==> src/rtl/pipeline_hazard_controller.sv <==
// Hazard sequencer for a 5-stage MIPS pipe: load-use bubbles, mul/div freeze
// of the front end, IF/ID flush on taken branches, and a saturating stall counter.
module pipeline_hazard_controller #(
  parameter int MULDIV_CYCLES = 4,
  parameter int CNT_W         = 16
) (
  input  logic             clk,
  input  logic             reset,
  input  logic             MemRead_EX,
  input  logic [4:0]       RT_EX,
  input  logic [4:0]       RS_ID,
  input  logic [4:0]       RT_ID,
  input  logic             UsesRT_ID,
  input  logic             BranchTaken_ID,
  input  logic             MulDivStart_EX,
  output logic             PCWrite,
  output logic             IF_ID_Write,
  output logic             IF_ID_Flush,
  output logic             ID_EX_Write,
  output logic             ID_EX_Bubble,
  output logic             EX_MEM_Bubble,
  output logic             MD_Done,
  output logic [CNT_W-1:0] StallCount
);

  typedef enum logic {RUN, MD_BUSY} state_t;

  localparam logic [3:0] MD_LOAD = 4'(MULDIV_CYCLES - 2);

  state_t     state, state_nxt;
  logic [3:0] md_cnt, md_cnt_nxt;
  logic       load_use;
  logic       md_hold;

  assign load_use = MemRead_EX && (RT_EX != 5'd0) &&
                    ((RT_EX == RS_ID) || (UsesRT_ID && (RT_EX == RT_ID)));

  // While the counter is non-zero the mul/div owns EX; at zero the final
  // cycle behaves like RUN so a new operation can start back-to-back.
  assign md_hold = (state == MD_BUSY) && (md_cnt != 4'd0);

  // NOTE: sequential state uses non-blocking assignments so every register
  // samples the pre-edge values of the others.
  always_ff @(posedge clk or negedge reset) begin
    if (!reset) begin
      state  <= RUN;
      md_cnt <= 4'd0;
    end else begin
      state  <= state_nxt;
      md_cnt <= md_cnt_nxt;
    end
  end

  // NOTE: every combinational output gets a default first so no path
  // leaves it unassigned and infers a latch.
  always_comb begin
    state_nxt  = RUN;
    md_cnt_nxt = 4'd0;
    if (md_hold) begin
      state_nxt  = MD_BUSY;
      md_cnt_nxt = md_cnt - 4'd1;
    end else if (MulDivStart_EX) begin
      state_nxt  = MD_BUSY;
      md_cnt_nxt = MD_LOAD;
    end
  end

  always_comb begin
    PCWrite       = 1'b1;
    IF_ID_Write   = 1'b1;
    IF_ID_Flush   = 1'b0;
    ID_EX_Write   = 1'b1;
    ID_EX_Bubble  = 1'b0;
    EX_MEM_Bubble = 1'b0;
    MD_Done       = (state == MD_BUSY) && (md_cnt == 4'd0);

    if (md_hold || MulDivStart_EX) begin
      PCWrite       = 1'b0;
      IF_ID_Write   = 1'b0;
      ID_EX_Write   = 1'b0;
      EX_MEM_Bubble = 1'b1;
    end else if (load_use) begin
      PCWrite      = 1'b0;
      IF_ID_Write  = 1'b0;
      ID_EX_Bubble = 1'b1;
    end else if (BranchTaken_ID) begin
      IF_ID_Flush = 1'b1;
    end

    // Reset forces a safe pipe regardless of state or inputs.
    if (!reset) begin
      PCWrite       = 1'b0;
      IF_ID_Write   = 1'b0;
      IF_ID_Flush   = 1'b1;
      ID_EX_Write   = 1'b1;
      ID_EX_Bubble  = 1'b1;
      EX_MEM_Bubble = 1'b0;
      MD_Done       = 1'b0;
    end
  end

  always_ff @(posedge clk or negedge reset) begin
    if (!reset) begin
      StallCount <= '0;
    end else if (!PCWrite && (StallCount != {CNT_W{1'b1}})) begin
      StallCount <= StallCount + 1'b1;
    end
  end

endmodule

==> config.mk <==
export PLATFORM = sky130hd
export DESIGN_NAME = pipeline_hazard_controller
export DESIGN_NICKNAME = d
export VERILOG_FILES = /design/src/rtl/pipeline_hazard_controller.sv
export SDC_FILE = /design/constraint.sdc
export NUM_CORES = 1
export LEC_CHECK = 0
export CAP_MARGIN = 5
export CORE_ASPECT_RATIO = 0.5
export CORE_MARGIN = 4
export CORE_UTILIZATION = 47
export CTS_CLUSTER_SIZE = 40
export DETAILED_ROUTE_END_ITERATION = 6
export GPL_ROUTABILITY_DRIVEN = 0
export PLACE_DENSITY = 0.82
export SLEW_MARGIN = 20
export SYNTH_ARGS = -nofsm -noshare
export SYNTH_HDL_FRONTEND = slang
export SYNTH_SLANG_ARGS = --single-unit
==> constraint.sdc <==
create_clock -name clk -period 5.25 [get_ports clk]
set_input_delay 1.575 -clock clk [delete_from_list [all_inputs] [get_ports clk]]
set_output_delay 1.575 -clock clk [all_outputs]
set_load 0.05 [all_outputs]
==> results of run 1 <==
[metal layers]
metal  track usage [%]  vias up  share of wire (%)
li1                  -      535                  -
met1              21.5      501                 45
met2              30.8       23                 50
met3              3.66        4                4.0
met4              4.04        0                1.3
met5                 0        -                  0
[registers in the layout, indices dropped and copies added (netlist names)]
name / count
md_cnt: 4
state: 1
StallCount: 16
[placed cells by master (no fill, tap or decap), types with 5 or more instances in the layout]
| cell type | instances |
|---|---|
| clkdlybuf4s50_1 | 36 |
| dfrtp_1 | 21 |
| xnor2_1 | 18 |
| nand3_1 | 10 |
| inv_1 | 8 |
| nor2_1 | 8 |
| xor2_1 | 7 |
| buf_12 | 6 |
| nand2_1 | 5 |
| and3_1 | 5 |
[power by group]
group	total (W)	internal [W]	switching (W)
clock network	0.000103	0.0000541	0.0000491
registers	0.000260	0.000211	0.0000492
logic	0.000453	0.000182	0.000271
total	0.000816	0.000447	0.000369
[path summary, 6_finish.rpt]
path	from	endpoint	slack (ns)	cells past startpoint
worst max register to register	md_cnt[0]$_DFF_PN0_	StallCount[1]$_DFFE_PN0P_	3.00	9
worst min register to register	md_cnt[0]$_DFF_PN0_	md_cnt[0]$_DFF_PN0_	0.46	1
min in group asynchronous	reset	StallCount[2]$_DFFE_PN0P_	1.73	2
worst min-delay path	md_cnt[0]$_DFF_PN0_	md_cnt[0]$_DFF_PN0_	0.46	1
worst max-delay path	RT_EX[3]	ID_EX_Bubble	0.08	8
max in group asynchronous	reset	state$_DFF_PN0_	3.29	2
[area by class of cell]
cell class	instances	area, sq um	area share [%]
clock buffer	4	45.0	2.49
inverter	8	30.0	1.66
multi-input combinational	93	651	36.0
sequential	21	526	29.1
tap	35	43.8	2.43
timing repair buffer	46	510	28.3
[what timing repair did]
action,CTS,global route
gates resized for setup,0,1
endpoints found under the setup margin,0,1
buffers inserted,0,0
[through the flow]
| step | instances | hold WS, ns | total power, W |
|---|---|---|---|
| final | 207 | 0.462 | 0.000816 |
| after global routing | 207 | 0.477 | 0.000866 |
| after CTS | 207 | 0.468 | 0.000824 |
| after detailed placement | 203 | 0.458 | 0.000716 |
| after global placement | 203 | 0.439 | 0.000704 |
| after floorplan | 125 | 0.419 | 0.000547 |
[kinds of logic after synthesis]
group	Yosys count	share of synthesized area [%]
simple gates	47	20.7
xor+xnor	25	17.9
flops	21	43.1
compound gates	18	11.0
buf+inv	11	4.31
fa+ha+maj	2	2.05
mux	1	0.923
[worst max-delay path: cells and delay by family]
family	cells	cell delay, ns
xor+xnor	1	0.19
simple gates	2	0.52
compound gates	2	0.58
buf+inv	3	0.72
==> impl_metrics.env, run 1 <==
export IMPL_placementRows=12
export IMPL_grt_first_pass_wirelength_microns=4800
export IMPL_portBuffers=43
export IMPL_worstSkewPairLatency_ns=0.26
export IMPL_async_flop_share_pct=100
export IMPL_synth_edf_count=0
export IMPL_powerDensity_nw_per_um2=452
export IMPL_grtUsageTotal_pct=17.1
export IMPL_finalSetupViolCount=0
export IMPL_criticalPathCategory="in -> out"
export IMPL_avgViaCountPerCell=5.14
export IMPL_slowest_delay_ns=0.47
export IMPL_yosys_warnings=0
export IMPL_finalMaxSlewViolations=0
export IMPL_place_ws_ns=0.0306
export IMPL_cap_violations=0
export IMPL_wire_per_inst_microns=14.3
export IMPL_die_area_sq_um=3520
export IMPL_syn_avg_cell_area_sq_um=9.76
export IMPL_clk_transition_reported_paths_ns=0.07
export IMPL_io_pins=44
export IMPL_numCtsBuffers=3
export IMPL_worstPathMaxFanout=4
export IMPL_drt_iter0_markers=14
export IMPL_grt_max_degree=26
export IMPL_coreArea_sq_um=2340
export IMPL_synthCells=125
export IMPL_cts_buffer_depth=2
export IMPL_h_tree_depth=1
export IMPL_die_w_microns=80.1
export IMPL_path_cells="clkdlybuf4s50_1, xor2_1, nor4_1, nand3_1, a21boi_2, inv_1, o21ai_0, buf_12"
export IMPL_tightestPinTransition_ns=0.527
export IMPL_fin_area_sq_um=1810
export IMPL_rsz0062_at_grt="false"
export IMPL_vias=1063
export IMPL_start_util_pct=52.1
export IMPL_max_slew_margin_pct=64.8
export IMPL_tns_ns=0
export IMPL_clock_sinks=21
export IMPL_status="completed"
export IMPL_grt_pass1_vias=1069
export IMPL_crit_slowest_cell="clkdlybuf4s50_1"
export IMPL_dp_hpwl_microns=2360
export IMPL_fin_crit_sh_pct=98.6
export IMPL_syn2layout_area_growth_pct=48.0
export IMPL_worst_ep_arrival_time_ns=3.60
export IMPL_fmax_mhz=193
export IMPL_yosys_area_top_type="dfrtp_1"
export IMPL_synth_distinct_cells=33
export IMPL_firstDrtPassIters=4
export IMPL_min_path_type="reg -> reg"
export IMPL_endpoint_kind="output port"
export IMPL_overflow=0
export IMPL_final_util_pct=77.1
export IMPL_nNetsFinal=196
export IMPL_synth_flop_cell="dfrtp_1"
export IMPL_synth_area_leaders="dfrtp_1 (43%), xnor2_1 (13%), xor2_1 (5.0%)"
export IMPL_finClkSkew_ns=0.00221
export IMPL_tritoncts="yes"
export IMPL_routed_wl_microns=2950
export IMPL_synthTopCellsByCount="dfrtp_1 (21), xnor2_1 (18), nand3_1 (10)"
export IMPL_peakVddDrop_uv=303
export IMPL_finalHoldViolations=0
export IMPL_antenna_found_initial=0
export IMPL_static_leakage_power_nw=0.751
export IMPL_critical_path_required_ns=3.68
export IMPL_synth_seq_cells=21
export IMPL_syn_cell_area_sq_um=1220
export IMPL_drc=0
export IMPL_worst_slack_ns=0.0753
export IMPL_fillerInstances=176
export IMPL_synth_most_common_cell="dfrtp_1"
export IMPL_yosys_area_top_type_share_pct=43.1
export IMPL_drive_above_1_share_pct=11.6
export IMPL_cts_root_buf="clkbuf_8"
export IMPL_place_area_sq_um=1760
export IMPL_syn_nets=148
export IMPL_hold_buffers=0
export IMPL_ant_nets=0
export IMPL_start_kind="primary input"
export IMPL_die_height_microns=44.0
export IMPL_yosysSeqAreaShare_pct=43.1
export IMPL_fin_crit_ns=5.17
export IMPL_n_antenna_cell=0
No activity file was read; power rests on OpenSTA's default activity.
==> run 2, diff against run 1 <==
--- a/config.mk
+++ b/config.mk
@@ -6,7 +6,6 @@
 export NUM_CORES = 1
 export LEC_CHECK = 0
 export CAP_MARGIN = 5
-export CORE_ASPECT_RATIO = 0.5
 export CORE_MARGIN = 4
 export CORE_UTILIZATION = 47
 export CTS_CLUSTER_SIZE = 40
==> constraint.sdc (replaced) <==
create_clock -name clk -period 5.25 [get_ports clk]
set_input_delay 0.7875 -clock clk [delete_from_list [all_inputs] [get_ports clk]]
set_output_delay 0.7875 -clock clk [all_outputs]
set_load 0.05 [all_outputs]
==> impl_metrics.env, run 2 (synthesis results as in run 1) <==
export IMPL_status="completed"
export IMPL_numCtsBuffers=3
export IMPL_die_w_microns=58.9
export IMPL_finalHoldViolations=0
export IMPL_firstDrtPassIters=4
export IMPL_coreArea_sq_um=2480
export IMPL_criticalPathCategory="in -> out"
export IMPL_fmax_mhz=242
export IMPL_rsz0062_at_grt="false"
export IMPL_power_frac_comb_pct=55.7
export IMPL_overflow=0
export IMPL_worst_ep_arrival_time_ns=3.34
export IMPL_peakVddDrop_uv=382
export IMPL_drc=0
export IMPL_ant_nets=0
export IMPL_place_area_sq_um=1690
export IMPL_place_ws_ns=1.10
export IMPL_hold_buffers=0
export IMPL_post_cts_resized=0
export IMPL_slowest_delay_ns=0.85
export IMPL_fillerInstances=207
export IMPL_seq_power_share_pct=34.2
export IMPL_grt_first_pass_wirelength_microns=4800
export IMPL_worstPathMaxFanout=5
export IMPL_h_tree_depth=1
export IMPL_portBuffers=43
export IMPL_fin_crit_ns=4.13
export IMPL_top_regs="StallCount (16), md_cnt (4), state (1)"
export IMPL_post_cts_repair_setup_buffers=0
export IMPL_holdWs_ns=0.465
export IMPL_syn2layout_area_growth_pct=40.6
export IMPL_tritoncts="yes"
export IMPL_powerDensity_nw_per_um2=446
export IMPL_clock_sinks=21
export IMPL_cts_buffer_depth=2
export IMPL_fin_crit_sh_pct=78.7
export IMPL_cts_root_buf="clkbuf_4"
export IMPL_tightestPinTransition_ns=0.517
export IMPL_tns_ns=0
export IMPL_crit_slowest_cell="clkdlybuf4s50_1"
export IMPL_finalMaxSlewViolations=0
export IMPL_critPathMostFrequentCell="clkdlybuf4s50_1"
export IMPL_switching_share_pct=48.0
export IMPL_grt_max_degree=27
export IMPL_die_area_sq_um=3470
export IMPL_routed_wl_microns=3010
export IMPL_top_register="StallCount"
export IMPL_largest_register_ffs=16
export IMPL_grt_pass1_vias=1108
export IMPL_start_util_pct=49.2
export IMPL_clk_transition_reported_paths_ns=0.12
export IMPL_dp_hpwl_microns=2450
export IMPL_endpoint_kind="output port"
export IMPL_drive_above_1_share_pct=6.98
export IMPL_static_leakage_power_nw=0.713
export IMPL_critical_path_required_ns=4.46
export IMPL_finalSetupViolCount=0
export IMPL_final_common_cell="clkdlybuf4s50_1"
export IMPL_seq_area_sq_um=526
export IMPL_placementRows=18
export IMPL_n_antenna_cell=0
export IMPL_drt_iter0_markers=26
export IMPL_multi_input_area_sq_um=642
export IMPL_final_cell_mix="clkdlybuf4s50_1 (43), dfrtp_1 (21), xnor2_1 (18)"
export IMPL_wire_per_inst_microns=14.9
export IMPL_avgViaCountPerCell=5.44
export IMPL_cap_violations=0
export IMPL_p_int_w=0.000398
export IMPL_clkPwrFrac_pct=10.1
export IMPL_grtUsageTotal_pct=17.8
export IMPL_die_height_microns=58.9
export IMPL_worst_slack_ns=1.12
export IMPL_max_slew_margin_pct=65.4
export IMPL_finClkSkew_ns=0.00169
export IMPL_path_cells="clkdlybuf4s50_1, or4_1, o21a_1, a21boi_1, o31ai_1, clkdlybuf4s50_1"
export IMPL_p_sw_w=0.000367
export IMPL_start_kind="primary input"
export IMPL_antenna_found_initial=0
export IMPL_min_path_type="reg -> reg"
export IMPL_worstSkewPairLatency_ns=0.30
export IMPL_nNetsFinal=196
export IMPL_fin_area_sq_um=1720
export IMPL_io_pins=44
export IMPL_vias=1099
run 2: cell count changes in the layout (fill, tap and decap cells not counted):
cell | before | now
clkdlybuf4s50_1 | 36 | 43
buf_12 | 6 | 0
clkbuf_4 | 0 | 3
clkbuf_8 | 3 | 0
a21boi_1 | 0 | 1
a21boi_2 | 1 | 0
buf_4 | 4 | 3
clkbuf_1 | 1 | 0
clkinv_2 | 0 | 1
o31ai_1 | 0 | 1
o31ai_2 | 1 | 0
run 2: area by class of cell:
cell class,instances,share of cell area (%)
clock buffers,3,1.31
clock inverters,1,0.292
inverters,8,1.75
multi-input cells,93,37.4
flip-flops and latches,21,30.6
well taps,30,2.19
repair buffers,46,26.4
run 2: worst paths after layout:
kind	from	end	slack, ns	cells past startpoint
max reg2reg	md_cnt[0]$_DFF_PN0_	StallCount[1]$_DFFE_PN0P_	3.05	7
min reg2reg	md_cnt[0]$_DFF_PN0_	md_cnt[0]$_DFF_PN0_	0.47	1
max	RT_EX[1]	IF_ID_Flush	1.12	6
min	md_cnt[0]$_DFF_PN0_	md_cnt[0]$_DFF_PN0_	0.47	1
min in group asynchronous	reset	StallCount[12]$_DFFE_PN0P_	0.84	2
max in group asynchronous	reset	StallCount[8]$_DFFE_PN0P_	4.18	2
run 2: through the flow:
stage,std cells,power [W],utilization (%)
global route,202,0.000818,69.2
detailed placement,198,0.000695,68.1
floorplan,125,0.000546,-
CTS,202,0.000775,69.2
global placement,198,0.000678,68.1
finish,202,0.000765,69.2
run 2: layer usage:
| layer | GRT usage, % | routed length, microns |
|---|---|---|
| met5 | 0 | 0 |
| met4 | 4.85 | 23 |
| met3 | 2.63 | 134 |
| met2 | 32.8 | 1660 |
| met1 | 21.2 | 1190 |
run 2: worst max-delay path: cells and delay by family:
| family | cells | cell delay [ns] |
|---|---|---|
| and+or+nand+nor | 1 | 0.57 |
| buffers and inverters | 2 | 1.34 |
| AOI/OAI and AO/OA | 3 | 0.64 |
run 2: power by group through the flow:
stage,clock network (W),registers (W),logic [W]
floorplan,0,0.000353,0.000193
global placement,0,0.000261,0.000417
detailed placement,0,0.000266,0.000430
CTS,0.0000817,0.000263,0.000431
global route,0.0000882,0.000270,0.000460
finish,0.0000775,0.000262,0.000426
